`config.mk`:
```
export PLATFORM = sky130hd
export DESIGN_NAME = cv32e41s_obi_integrity_tracker
export DESIGN_NICKNAME = d
export VERILOG_FILES = /design/src/rtl/cv32e41s_obi_integrity_tracker.sv
export SDC_FILE = /design/constraint.sdc
export NUM_CORES = 1
export LEC_CHECK = 0
export ABC_CLOCK_PERIOD_IN_PS = 1600
export BUFFER_PORTS_ARGS = -buffer_cell sky130_fd_sc_hd__buf_2
export CORE_ASPECT_RATIO = 1.1
export CORE_MARGIN = 2
export CORE_UTILIZATION = 40
export DETAILED_ROUTE_END_ITERATION = 8
export GPL_TIMING_DRIVEN = 0
export PLACE_DENSITY = 0.65
export SYNTH_ARGS = -nofsm -noshare
export SYNTH_HDL_FRONTEND = slang
export SYNTH_SLANG_ARGS = --single-unit
```
`constraint.sdc`:
```
create_clock -name clk -period 1.6 [get_ports clk]
set_input_delay 0.08 -clock clk [delete_from_list [all_inputs] [get_ports clk]]
set_output_delay 0.08 -clock clk [all_outputs]
set_load 0.02 [all_outputs]
```
`src/rtl/cv32e41s_obi_integrity_tracker.sv`:
```
// Tracks per-transaction OBI attributes from address phase to response phase
// in a circular buffer, and flags overflow, underflow and rvalid-parity faults.
module cv32e41s_obi_integrity_tracker #(
    parameter int unsigned MAX_OUTSTANDING = 2,
    parameter int unsigned ATTR_W          = 1,
    localparam int unsigned CNT_W          = $clog2(MAX_OUTSTANDING + 1)
) (
    input  logic              clk,
    input  logic              rst_n,
    input  logic              integrity_en_i,
    input  logic              gntpar_err_i,
    input  logic              trans_integrity_i,
    input  logic              trans_we_i,
    input  logic [ATTR_W-1:0] trans_attr_i,
    input  logic              obi_req_i,
    input  logic              obi_gnt_i,
    input  logic              obi_rvalid_i,
    input  logic              obi_rvalidpar_i,
    output logic              integrity_resp_o,
    output logic              store_resp_o,
    output logic              gntpar_err_resp_o,
    output logic [ATTR_W-1:0] attr_resp_o,
    output logic [1:0]        rchk_en_o,
    output logic [CNT_W-1:0]  outstanding_o,
    output logic              full_o,
    output logic              protocol_err_o,
    output logic [2:0]        protocol_err_cause_o
);

    localparam int unsigned PTR_W   = (MAX_OUTSTANDING > 1) ? $clog2(MAX_OUTSTANDING) : 1;
    localparam int unsigned ENTRY_W = ATTR_W + 3;

    logic [ENTRY_W-1:0] mem_q [MAX_OUTSTANDING];
    logic [PTR_W-1:0]   wptr_q, wptr_d;
    logic [PTR_W-1:0]   rptr_q, rptr_d;
    logic [CNT_W-1:0]   cnt_q, cnt_d;
    logic               gntpar_err_q, gntpar_err_d;

    logic               full_c;
    logic               empty_c;
    logic               push_c;
    logic               pop_c;
    logic [ENTRY_W-1:0] wdata_c;
    logic [ENTRY_W-1:0] head_c;

    assign full_c  = (cnt_q == CNT_W'(MAX_OUTSTANDING));
    assign empty_c = (cnt_q == '0);
    // A full buffer still accepts a grant when a response frees the head slot in the same cycle.
    assign push_c  = obi_req_i && obi_gnt_i && (!full_c || obi_rvalid_i);
    assign pop_c   = obi_rvalid_i && !empty_c;
    assign wdata_c = {trans_integrity_i, trans_we_i, gntpar_err_i || gntpar_err_q, trans_attr_i};

    // Next-state for pointers, count and the sticky gnt parity error.
    always_comb begin
        wptr_d       = wptr_q;
        rptr_d       = rptr_q;
        cnt_d        = cnt_q;
        gntpar_err_d = gntpar_err_q;

        if (push_c) begin
            wptr_d = (wptr_q == PTR_W'(MAX_OUTSTANDING - 1)) ? '0 : wptr_q + PTR_W'(1);
        end
        if (pop_c) begin
            rptr_d = (rptr_q == PTR_W'(MAX_OUTSTANDING - 1)) ? '0 : rptr_q + PTR_W'(1);
        end

        if (push_c && !pop_c && !full_c) begin
            cnt_d = cnt_q + CNT_W'(1);
        end else if (pop_c && !push_c && !empty_c) begin
            cnt_d = cnt_q - CNT_W'(1);
        end

        if (obi_req_i && obi_gnt_i) begin
            gntpar_err_d = 1'b0;
        end else if (obi_req_i && gntpar_err_i) begin
            gntpar_err_d = 1'b1;
        end
    end

    always_ff @(posedge clk or negedge rst_n) begin
        if (!rst_n) begin
            wptr_q       <= '0;
            rptr_q       <= '0;
            cnt_q        <= '0;
            gntpar_err_q <= 1'b0;
        end else begin
            wptr_q       <= wptr_d;
            rptr_q       <= rptr_d;
            cnt_q        <= cnt_d;
            gntpar_err_q <= gntpar_err_d;
        end
    end

    // Entry storage; the only path from the bus into the buffer is the push write enable.
    always_ff @(posedge clk or negedge rst_n) begin
        if (!rst_n) begin
            for (int i = 0; i < int'(MAX_OUTSTANDING); i++) begin
                mem_q[i] <= '0;
            end
        end else if (push_c) begin
            mem_q[wptr_q] <= wdata_c;
        end
    end

    assign head_c = empty_c ? '0 : mem_q[rptr_q];

    assign integrity_resp_o  = head_c[ENTRY_W-1];
    assign store_resp_o      = head_c[ENTRY_W-2];
    assign gntpar_err_resp_o = head_c[ENTRY_W-3];
    assign attr_resp_o       = head_c[ATTR_W-1:0];

    assign rchk_en_o[1] = obi_rvalid_i && integrity_en_i && !empty_c;
    assign rchk_en_o[0] = rchk_en_o[1] && !store_resp_o;

    assign outstanding_o = cnt_q;
    assign full_o        = full_c;

    assign protocol_err_cause_o[0] = obi_req_i && obi_gnt_i && full_c && !obi_rvalid_i;
    assign protocol_err_cause_o[1] = obi_rvalid_i && empty_c;
    assign protocol_err_cause_o[2] = integrity_en_i && (obi_rvalidpar_i == obi_rvalid_i);
    assign protocol_err_o          = |protocol_err_cause_o;

endmodule

```
Yosys cells after proc, flatten, opt, wreduce, memory -nomap -nowiden
Index checks and enable logic that the tools add are counted.
Widths: inputs -> output; s select.
{ "totals": {"regBits": 13, "wordCells": 58, "input_bits": 11, "output_inout_bits": 13} }
{ "classes": {"mux": 13, "bitwise": 2, "eq_ne": 2, "reduce_logical": 28, "addsub": 4, "magnitude_cmp": 3} }
{ "op_table": {"columns": ["cell", "n"], "rows": [
  ["$mux 4", 5],
  ["$logic_and 1x1->1", 16],
  ["$bwmux 8", 1],
  ["$logic_not 1->1", 6],
  ["$demux 4 s1", 1],
  ["$ge 2x2->1 const B", 2],
  ["$mux 1", 4],
  ["$mux 2", 2],
  ["$not 1->2", 2],
  ["$reduce_bool 2->1", 2],
  ["$reduce_or 3->1", 1],
  ["$add 1x1->1 const B", 2],
  ["$add 2x1->2 const B", 1],
  ["$eq 2x2->1 const B", 1],
  ["$logic_not 2->1", 1],
  ["$logic_or 1x1->1", 2],
  ["$lt 2x1->1 const B", 1],
  ["$sub 2x1->2 const B", 1],
  ["$eq 1x1->1", 1]
]} }

Depth between registers and ports, before layout
Gate-level depths: netlist of run 1.
{ "depth": {"depth_word": 9, "ltp_mapped": 4, "depth_no_buf": 3} }

Worst setup path before layout of run 1
No wires, ideal clock.
{ "synth_timing": {"path_type": "register to output", "from": "register cnt_q[1], in the netlist outstanding_o[1]", "to": "output rchk_en_o[0]", "t_arrival_ps": 1486, "required_time_ps": 1520, "path_stages_with_launch": 5, "setup_slack_ps": 34, "n_path_buf": 1, "cell_sequence": "dfrtp_1 clkbuf_1 o21ai_0 nor2_1 and2_1"} }
{ "synth_via": {"elab_chain_len": 4, "word_cells_on_any_way": 6, "cone_classes": "1 x mux; 5 x reduce/logical"} }
{ "synth_rtl": {"columns": ["element", "line_no", "source"], "rows": [
  ["start: declaration", "36", "logic [CNT_W-1:0] cnt_q, cnt_d;"],
  ["start signal: assignment", "89", "cnt_q <= cnt_d;"],
  ["$logic_not 2->1", "47", "assign empty_c = (cnt_q == '0);"],
  ["$logic_not 1->1", "112", "assign rchk_en_o[1] = obi_rvalid_i && integrity_en_i && !empty_c;"],
  ["$logic_and 1x1->1", "112", null],
  ["via rchk_en_o[1]", "23", "output logic [1:0] rchk_en_o,"],
  ["$logic_and 1x1->1", "113", "assign rchk_en_o[0] = rchk_en_o[1] && !store_resp_o;"],
  ["end: declaration", "23", null]
]} }
The timed path passes the listed nets, and every way through them passes these cells.

Worst setup path after layout of run 1
{ "layout_timing": {"from": "register cnt_q[1], in the netlist outstanding_o[1]", "to": "output protocol_err_o"} }
{ "layout_via": {"elab_chain_len": 4, "word_cells_on_any_way": 6, "cone_classes": "1 x eq/ne; 5 x reduce/logical"} }
{ "layout_rtl": {"columns": ["element", "line_no", "source"], "rows": [
  ["$eq 2x2->1", "46", "assign full_c = (cnt_q == CNT_W'(MAX_OUTSTANDING));"],
  ["$logic_and 1x1->1 (2 in a row)", "118", "assign protocol_err_cause_o[0] = obi_req_i && obi_gnt_i && full_c && !obi_rvalid_i;"],
  ["$reduce_or 3->1 (*)", "121", "assign protocol_err_o = |protocol_err_cause_o;"],
  ["end: declaration", "26", "output logic protocol_err_o,"]
]} }
Mark *: on every way between the ends. The rest lies on a longest branch, timed or not.

==> metrics.yaml, run 1 <==
clock_network:
  insertion_delay_ns: 0.27
  clock_tree.buffer_depth: 2
  cts_tree: "yes"
  cts.sinks: 13
  cts_made_buffers: 3
  cts.htree.levels: 1
  path_clk_slew_ns: 0.08
  clockRootBuffer: "clkbuf_4"
finish:
  finalNonFillerCells: 112
  diodes: 0
  final_nets: 106
  final_core_utilization_pct: 53.02
  area_delta_synth_final_pct: 24.18
  fillerInstances: 170
  final_cell_mix: "buf_2, dfrtp_1, nor2_1"
  multi_input_area_um2: 407.9
  drive_gt1_share_pct: 48.94
  regArea_um2: 325.3
  final_area_um2: 944.7
  layout_commonest_cell: "buf_2"
synthesis:
  synth-seq-cells: 13
  yosys.cell_types.count: 29
  async_flop_share_pct: 100.0
  syn_nets: 77
  seq_area_frac_synth_pct: 42.76
  synthCells: 66
  ys_top_cells_by_area: "dfrtp_1, mux2_4, mux2_2"
  yosysTopAreaCellShare_pct: 42.76
  yosys_warnings: 0
  syn_area_um2: 760.7
  yosysTopAreaCell: "dfrtp_1"
  ys.flop_type: "dfrtp_1"
  synth.avg_cell_area_um2: 11.53
  synth_edf_count: 0
sta:
  setup_viol: 0
  setup_ws_ns: 0.09354
  worst_slew_pin_slew_ns: 0.3377
  fmax_mhz: 663.8
  rsz0062_at_grt: "no"
  tns_ns: 0
  clock_skew_ns: 0.0003997
  hold_viol: 0
  slew_viol_final: 0
  post-route-period-util_pct: 94.15
  holdWs_ns: 0.03407
  layout_min_cycle_time_ns: 1.506
  slew_headroom_pct: 77.47
power:
  power_density_nw_per_um2: 1726
  p_int_uw: 992.5
  clkPwrFrac_pct: 12.2
  switchingPower_uw: 638.0
  switching_share_pct: 39.13
  power_frac_seq_pct: 36.9
  p_comb_share_pct: 50.9
  leakagePower_nw: 0.4652
  vdd_drop_max_v: 0.0007852
  finalPower_mw: 1.631
place:
  pre_cts_ws_ns: 0.1847
  placed_cells: 107
  hpwl_um: 1074
  port_buffers: 23
  gp_congestion: 0.6477
  placed_area_um2: 898.4
detailed_routing:
  route.detailed.drc: 0
  drtPass1Iterations: 2
  vias: 551
  drt_iter0_drc: 2
  routed_via_density: 4.920
  ant_nets: 0
  wl_um: 1410
  wl_per_cell_um: 12.59
hold_path:
  hp-class: "in -> reg"
  min_from: "obi_gnt_i"
grt:
  grtUsageTotal_pct: 14.70
  grt_max_degree: 14
  grt-ovfl-total: 0
  grt_pass1_vias: 535
  antenna_found_initial: 0
  grt_pass1_wl_um: 2449
floorplan:
  fp.coreArea_um2: 1782
  chipHeight_um: 49.74
  die_area_um2: 2267
  num_rows: 16
  num_io_pins: 24
  die_w_um: 45.58
  initial_core_util_pct: 42.70
worst_setup_path:
  endpoint_kind: "output pin"
  path_max_fanout: 10
  startpoint: "outstanding_o[1]"
  timing.rr.start: "outstanding_o[0]"
  cp.required_ns: 1.52
  crit_arrival_ns: 1.43
  critPathLaunchType: "flip-flop"
  worstSetupPathType: "reg -> out"
run:
  max_cap_viol_count: 0
status:
  status: "complete, no violations"
==> layer usage <==
layer	vias up	part of all wire (%)	GRT usage, %	routed length (µm)
met5	-	0	0	0
met4	0	0	1.471	0
met3	0	5.8	6.960	82
met2	15	48	22.54	670
met1	256	47	19.27	657
li1	280	-	-	-
==> sequential cells by signal (all words and copies together), names as in the netlist <==
signal	cells
mem_q	8
outstanding_o	2
gntpar_err_q	1
rptr_q	1
wptr_q	1
==> power groups by stage <==
stage | Clock, mW | Sequential (mW) | Combinational (mW)
after floorplan | 0 | 0.579 | 0.633
after global placement | 0 | 0.566 | 0.846
after detailed placement | 0 | 0.579 | 0.858
after CTS | 0.209 | 0.574 | 0.866
after global routing | 0.230 | 0.626 | 0.909
final | 0.199 | 0.602 | 0.830
==> worst max-delay path: stages, from the launching register on <==
cell and delay (ns):
dfrtp_1 0.39, buf_4 0.17, nand4b_1 0.11, a21oi_1 0.07
or2_2 0.26, buf_2 0.16
==> synthesized netlist by cell type (all sizes together), types with 2 or more instances <==
cell type	n
or2	2
xnor2	2
a21oi	3
dfrtp	13
nor3b	2
nor2b	2
nor2	8
and2	2
clkbuf	2
buf	2
xor2	2
nand2	2
mux2	8
mux2i	4
==> what timing repair did <==
| item | 4_1_cts | 5_1_grt |
|---|---|---|
| resized for setup | 2 | 4 |
| setup endpoints to repair | 3 | 7 |
| hold buffers | 1 | 0 |
| hold endpoints to repair | 13 | 0 |
| setup buffers | 0 | 1 |
| pin swaps | 0 | 1 |
==> path summary, 6_finish.rpt <==
check,depth (start not counted),slack [ns],endpoint
max reg2reg,5,0.10,mem_q[2]
min reg2reg,1,0.51,mem_q[7]
min,2,0.03,gntpar_err_q
max,5,0.09,protocol_err_o
min in group asynchronous,2,0.22,rptr_q
max in group asynchronous,2,1.16,mem_q[2]
==> final cells by class <==
cell class / count / area share [%]
buffer: 3 / 2.781
clock buffer: 4 / 2.781
sequential: 13 / 34.44
inverter: 1 / 0.3974
multi-input combinational: 48 / 43.18
timing repair buffer: 25 / 14.04
tap: 18 / 2.384
==> kinds of logic (layout without fill, tap and decap cells) <==
kind of cell,after synthesis,count (layout),synth area share [%]
DFF,13,13,42.76
AOI/OAI and AO/OA,9,9,8.224
buffers and inverters,5,33,3.948
xor gates and xnor gates,4,4,4.606
muxes,12,12,19.08
and+or+nand+nor,23,23,21.38
Note: power is estimated with default switching activity, not from simulation.
==> run 2: changes to the inputs <==
--- a/config.mk
+++ b/config.mk
@@ -5,6 +5,7 @@
 export SDC_FILE = /design/constraint.sdc
 export NUM_CORES = 1
 export LEC_CHECK = 0
+export ABC_AREA = 1
 export ABC_CLOCK_PERIOD_IN_PS = 1600
 export BUFFER_PORTS_ARGS = -buffer_cell sky130_fd_sc_hd__buf_2
 export CORE_ASPECT_RATIO = 1.1
@@ -12,7 +13,7 @@
 export CORE_UTILIZATION = 40
 export DETAILED_ROUTE_END_ITERATION = 8
 export GPL_TIMING_DRIVEN = 0
-export PLACE_DENSITY = 0.65
+export PLACE_DENSITY = 0.66
 export SYNTH_ARGS = -nofsm -noshare
 export SYNTH_HDL_FRONTEND = slang
 export SYNTH_SLANG_ARGS = --single-unit
==> run 2 against run 1 <==
- register-to-register slack better by 0.42 ns
- die area fell by 3.3%
- clock skew is essentially flat
- count of clock-buffer cells in the layout unchanged
- synthesized cell count is 55% higher
- fmax is 3.0% higher
- first-iteration DRC count rose to 9.0 times the previous value
- critical path depth up 2
- final area fell by 3.7%
- critical endpoint unchanged
==> metrics.yaml, run 2 <==
synthesis:
  yosysTopAreaCellShare_pct: 44.37
  ys.flop_type: "dfrtp_1"
  async_flop_share_pct: 100.0
  syn_nets: 113
  synth_edf_count: 0
  synth-seq-cells: 13
  yosys.cell_types.count: 16
  synth.avg_cell_area_um2: 7.188
  ys_top_cells_by_area: "dfrtp_1, nand2_1, nand4_1"
  seq_area_frac_synth_pct: 44.37
  synth_top_cells_by_count: "nand2_1, dfrtp_1, inv_1"
  yosysTopAreaCell: "dfrtp_1"
  yosysMostFrequentCell: "nand2_1"
  synthCells: 102
  syn_area_um2: 733.2
  yosys_warnings: 0
worst_setup_path:
  cp.required_ns: 1.52
  endpoint_kind: "output pin"
  crit_arrival_ns: 1.38
  cpPeakStageDelay_ns: 0.42
  critPathTopFamily: "buffers and inverters"
  critPathLaunchType: "flip-flop"
  reg2reg_slack_ns: 0.52
  cp_num_buf_inv: 3
  timing.rr.start: "wptr_q"
  worstSetupPathType: "reg -> out"
  path_max_fanout: 10
  r2r-end: "mem_q[7]"
  cpMaxStageDelayCell: "dfrtp_1"
  r2r_cells: 4
  cp_num_cells: 7
  crit_chain: "inv_2 > nand3_2 > buf_6 > nor2_4 > nor2_2 > nand2_1 > buf_2"
clock_network:
  cts_setup_buffers: 0
  clock_tree.buffer_depth: 2
  clockRootBuffer: "clkbuf_4"
  path_clk_slew_ns: 0.08
  cts.htree.levels: 1
  cts.sinks: 13
  cts_tree: "yes"
  insertion_delay_ns: 0.27
  cts_made_buffers: 3
place:
  placed_cells: 143
  gp_congestion: 0.7478
  port_buffers: 23
  hpwl_um: 1243
  placed_area_um2: 870.8
sta:
  rsz0062_at_grt: "no"
  tns_ns: 0
  slew_headroom_pct: 75.00
  slew_viol_final: 0
  post-route-period-util_pct: 91.40
  layout_min_cycle_time_ns: 1.462
  fmax_mhz: 683.8
  setup_viol: 0
  worst_slew_pin_slew_ns: 0.3711
  hold_viol: 0
  clock_skew_ns: 0.0007586
grt:
  grtUsageTotal_pct: 17.04
  grt-ovfl-total: 0
  antenna_found_initial: 0
  grt_pass1_wl_um: 2760
  grt_pass1_vias: 669
  grt_max_degree: 14
detailed_routing:
  wl_per_cell_um: 11.09
  route.detailed.drc: 0
  vias: 728
  ant_nets: 0
  routed_via_density: 4.919
  drtPass1Iterations: 4
  drt_iter0_drc: 18
  wl_um: 1641
finish:
  final_area_um2: 909.6
  final_cell_mix: "nand2_1, buf_2, dfrtp_1, inv_1, nand4_1"
  final_nets: 142
  area_delta_synth_final_pct: 24.06
  layout_commonest_cell: "nand2_1"
  finalNonFillerCells: 148
  diodes: 0
  largest_register: "mem_q"
  fillerInstances: 183
  drive_gt1_share_pct: 26.92
  final_core_utilization_pct: 51.63
  largest_reg_flops: 8
status:
  status: "complete, no violations"
floorplan:
  die_w_um: 44.82
  num_io_pins: 24
  num_rows: 16
  die_area_um2: 2192
  chipHeight_um: 48.91
  fp.coreArea_um2: 1762
  initial_core_util_pct: 41.62
run:
  max_cap_viol_count: 0
hold_path:
  hold_path_end: "gntpar_err_q"
  hold_path_depth: 3
  min_from: "gntpar_err_i"
  hp-class: "in -> reg"
power:
  vdd_drop_max_v: 0.0005211
  power_density_nw_per_um2: 1288
  leakagePower_nw: 0.5353
==> run 2: worst max-delay path by stage <==
stage,from,endpoint,slack [ns]
6_report,outstanding_o[0],protocol_err_o,0.14
5_1_grt,outstanding_o[0],protocol_err_o,0.01
4_1_cts,outstanding_o[1],protocol_err_o,0.07
3_5_place_dp,outstanding_o[1],protocol_err_o,0.38
3_3_place_gp,outstanding_o[1],protocol_err_o,0.39
2_1_floorplan,outstanding_o[0],protocol_err_o,0.30
==> run 2: metal layers <==
layer  global-route usage (%)  vias up  wire length, µm
li1                         -      381                -
met5                        0        -                0
met1                    20.67      328              714
met4                    8.333        0               34
met3                    4.074        5               63
met2                    27.54       14              829
==> run 2: worst reg2reg max path: stages, from the launching register on <==
cell and delay [ns]:
dfrtp_1 0.45, inv_1 0.17, nand3_1 0.20, nand2_1 0.11, nand2_1 0.05
==> run 2: area by class of cell <==
cell class | instances | area [µm²] | area share [%]
buffer | 2 | 22.52 | 2.476
clock buffer | 4 | 26.28 | 2.889
sequential | 13 | 325.3 | 35.76
tap | 18 | 22.52 | 2.476
multi-input combinational | 73 | 335.3 | 36.86
timing repair buffer | 24 | 125.1 | 13.76
inverter | 14 | 52.55 | 5.777
==> run 2: cell families after synthesis <==
logic type / Yosys count / share of synthesized area (%)
simple gates: 64 / 38.74
buf+inv: 16 / 10.24
flops: 13 / 44.37
compound gates: 8 / 5.461
xor+xnor: 1 / 1.195
==> run 2: through the flow <==
stage	total power, mW	worst slack, ns	hold WS (ns)
6_report	1.172	0.1376	0.04912
5_1_grt	1.273	0.009952	0.07408
4_1_cts	1.182	0.06897	0.04449
3_5_place_dp	0.9675	0.3757	-0.01492
3_3_place_gp	0.9496	0.3867	-0.02093
2_1_floorplan	0.8253	0.3006	-0.2156
==> run 2: what timing repair did <==
item / CTS / global route
gates resized for setup: 0 / 2
hold buffers: 1 / 0
endpoints found under the setup margin: 0 / 1
hold endpoints to repair: 13 / 0
==> run 2: report_power, final <==
group / total [mW] / switching (mW) / internal [mW]
Combinational: 0.431 / 0.277 / 0.153
Clock: 0.205 / 0.108 / 0.0967
Sequential: 0.536 / 0.0939 / 0.443
==> run 3: changes to the inputs <==
--- a/config.mk
+++ b/config.mk
@@ -13,6 +13,7 @@
 export CORE_UTILIZATION = 40
 export DETAILED_ROUTE_END_ITERATION = 8
 export GPL_TIMING_DRIVEN = 0
+export HOLD_SLACK_MARGIN = 0.12
 export PLACE_DENSITY = 0.66
 export SYNTH_ARGS = -nofsm -noshare
 export SYNTH_HDL_FRONTEND = slang
==> run 3 against run 2 <==
- die area did not move
- global-route usage rose by 0.74 points
- sequential share of layout area fell by 1.9 points
- via count rose by 4.3%
- utilization rose by 2.8 points
- critical path type unchanged
- largest cell class unchanged
==> metrics.yaml, run 3 (synthesis gave the netlist of run 2 again) <==
status:
  status: "complete, no violations"
finish:
  final_nets: 147
  area_delta_synth_final_pct: 30.89
  diodes: 0
  largest_reg_flops: 8
  largest_register: "mem_q"
  layout_commonest_cell: "nand2_1"
  drive_gt1_share_pct: 25.93
  regArea_um2: 325.3
  multi_input_area_um2: 335.3
  final_cell_mix: "nand2_1, buf_2, dfrtp_1, inv_1, nand4_1"
  fillerInstances: 179
sta:
  clock_skew_ns: 0.001258
  slew_viol_final: 0
  tns_ns: 0
  rsz0062_at_grt: "no"
  holdWs_ns: 0.1873
  hold_viol: 0
  worst_slew_pin_slew_ns: 0.3711
  post-route-period-util_pct: 91.43
  setup_viol: 0
  slew_headroom_pct: 75.00
  layout_min_cycle_time_ns: 1.463
  fmax_mhz: 683.6
place:
  hpwl_um: 1243
  gp_congestion: 0.7478
  port_buffers: 23
floorplan:
  num_io_pins: 24
  fp.coreArea_um2: 1762
  chipHeight_um: 48.91
  initial_core_util_pct: 41.62
  num_rows: 16
  die_area_um2: 2192
  die_w_um: 44.82
worst_setup_path:
  endpoint_kind: "output pin"
  startpoint: "outstanding_o[0]"
  timing.rr.start: "wptr_q"
  crit_arrival_ns: 1.38
  cp.required_ns: 1.52
  worstSetupPathType: "reg -> out"
  cpPeakStageDelay_ns: 0.42
  cpMaxStageDelayCell: "dfrtp_1"
  path_max_fanout: 10
  crit_chain: "inv_2 > nand3_2 > buf_6 > nor2_4 > nor2_2 > nand2_1 > buf_2"
  critPathLaunchType: "flip-flop"
power:
  vdd_drop_max_v: 0.0005266
  power_density_nw_per_um2: 1236
  leakagePower_nw: 0.5548
  finalPower_mw: 1.186
grt:
  grt_pass1_wl_um: 2877
  grt_pass1_vias: 697
  antenna_found_initial: 0
  grt_max_degree: 14
  grt-ovfl-total: 0
  grtUsageTotal_pct: 17.78
clock_network:
  insertion_delay_ns: 0.28
  path_clk_slew_ns: 0.08
  cts.sinks: 13
  cts.htree.levels: 1
  cts_tree: "yes"
  clockRootBuffer: "clkbuf_4"
  clock_tree.buffer_depth: 2
  cts_made_buffers: 3
  cts_setup_buffers: 0
hold_path:
  min_from: "obi_rvalid_i"
  hp-class: "in -> reg"
detailed_routing:
  drt_iter0_drc: 18
  wl_per_cell_um: 11.41
  routed_via_density: 4.961
  wl_um: 1745
  route.detailed.drc: 0
  vias: 759
  drtPass1Iterations: 4
  ant_nets: 0
run:
  max_cap_viol_count: 0
[run 3: changes by cell type in the layout (fill, tap and decap cells not counted), sizes merged]
cell | before | now
dlygate4sd3 | 1 | 6
[run 3: path summary, 6_finish.rpt]
path                       slack [ns]  depth (start not counted)               end
min                              0.19                          4  outstanding_o[1]
max                              0.14                          7    protocol_err_o
max reg2reg                      0.50                          4          mem_q[7]
min in group asynchronous        0.25                          2          mem_q[0]
max in group asynchronous        1.13                          2            rptr_q
min reg2reg                      0.49                          2          mem_q[6]
[run 3: worst max-delay path, delay by kind of cell, from the launching register on]
kind          cells  cell delay (ns)
flops             1             0.42
simple gates      4             0.27
buf+inv           3             0.42
[run 3: routing by layer]
| layer | routed length (µm) | up-vias | track usage [%] |
|---|---|---|---|
| met2 | 882 | 22 | 29.47 |
| met4 | 42 | 0 | 8.333 |
| li1 | - | 390 | - |
| met1 | 741 | 340 | 20.90 |
| met3 | 80 | 7 | 4.444 |
| met5 | 0 | - | 0 |
[run 3: cell type report]
type / instances / area share [%]
buffer: 2 / 2.347
clock buffer: 4 / 2.738
tap: 18 / 2.347
sequential: 13 / 33.90
multi-input combinational: 73 / 34.94
timing repair buffer: 29 / 18.25
inverter: 14 / 5.476
[run 3: power by group]
part	internal (mW)	switching, mW	leakage [nW]	total, mW
sequential	0.443	0.0960	0.161	0.538
clock	0.0967	0.110	0.0150	0.206
combinational	0.161	0.280	0.379	0.442
total	0.701	0.486	0.555	1.19
[run 3: through the flow]
step	setup slack, ns	instances	area (µm²)	utilization, %
detailed placement	0.3757	143	870.8	49.43
floorplan	0.3006	102	733.2	-
finish	0.1371	153	959.7	54.47
global placement	0.3867	143	870.8	49.43
global route	0.009952	153	959.7	54.47
CTS	0.06897	153	957.2	54.33
[run 3: what timing repair did]
action                     in CTS  in global routing
hold endpoints to repair       20                  0
resized for setup               0                  2
setup endpoints to repair       0                  1
hold buffers                    6                  0
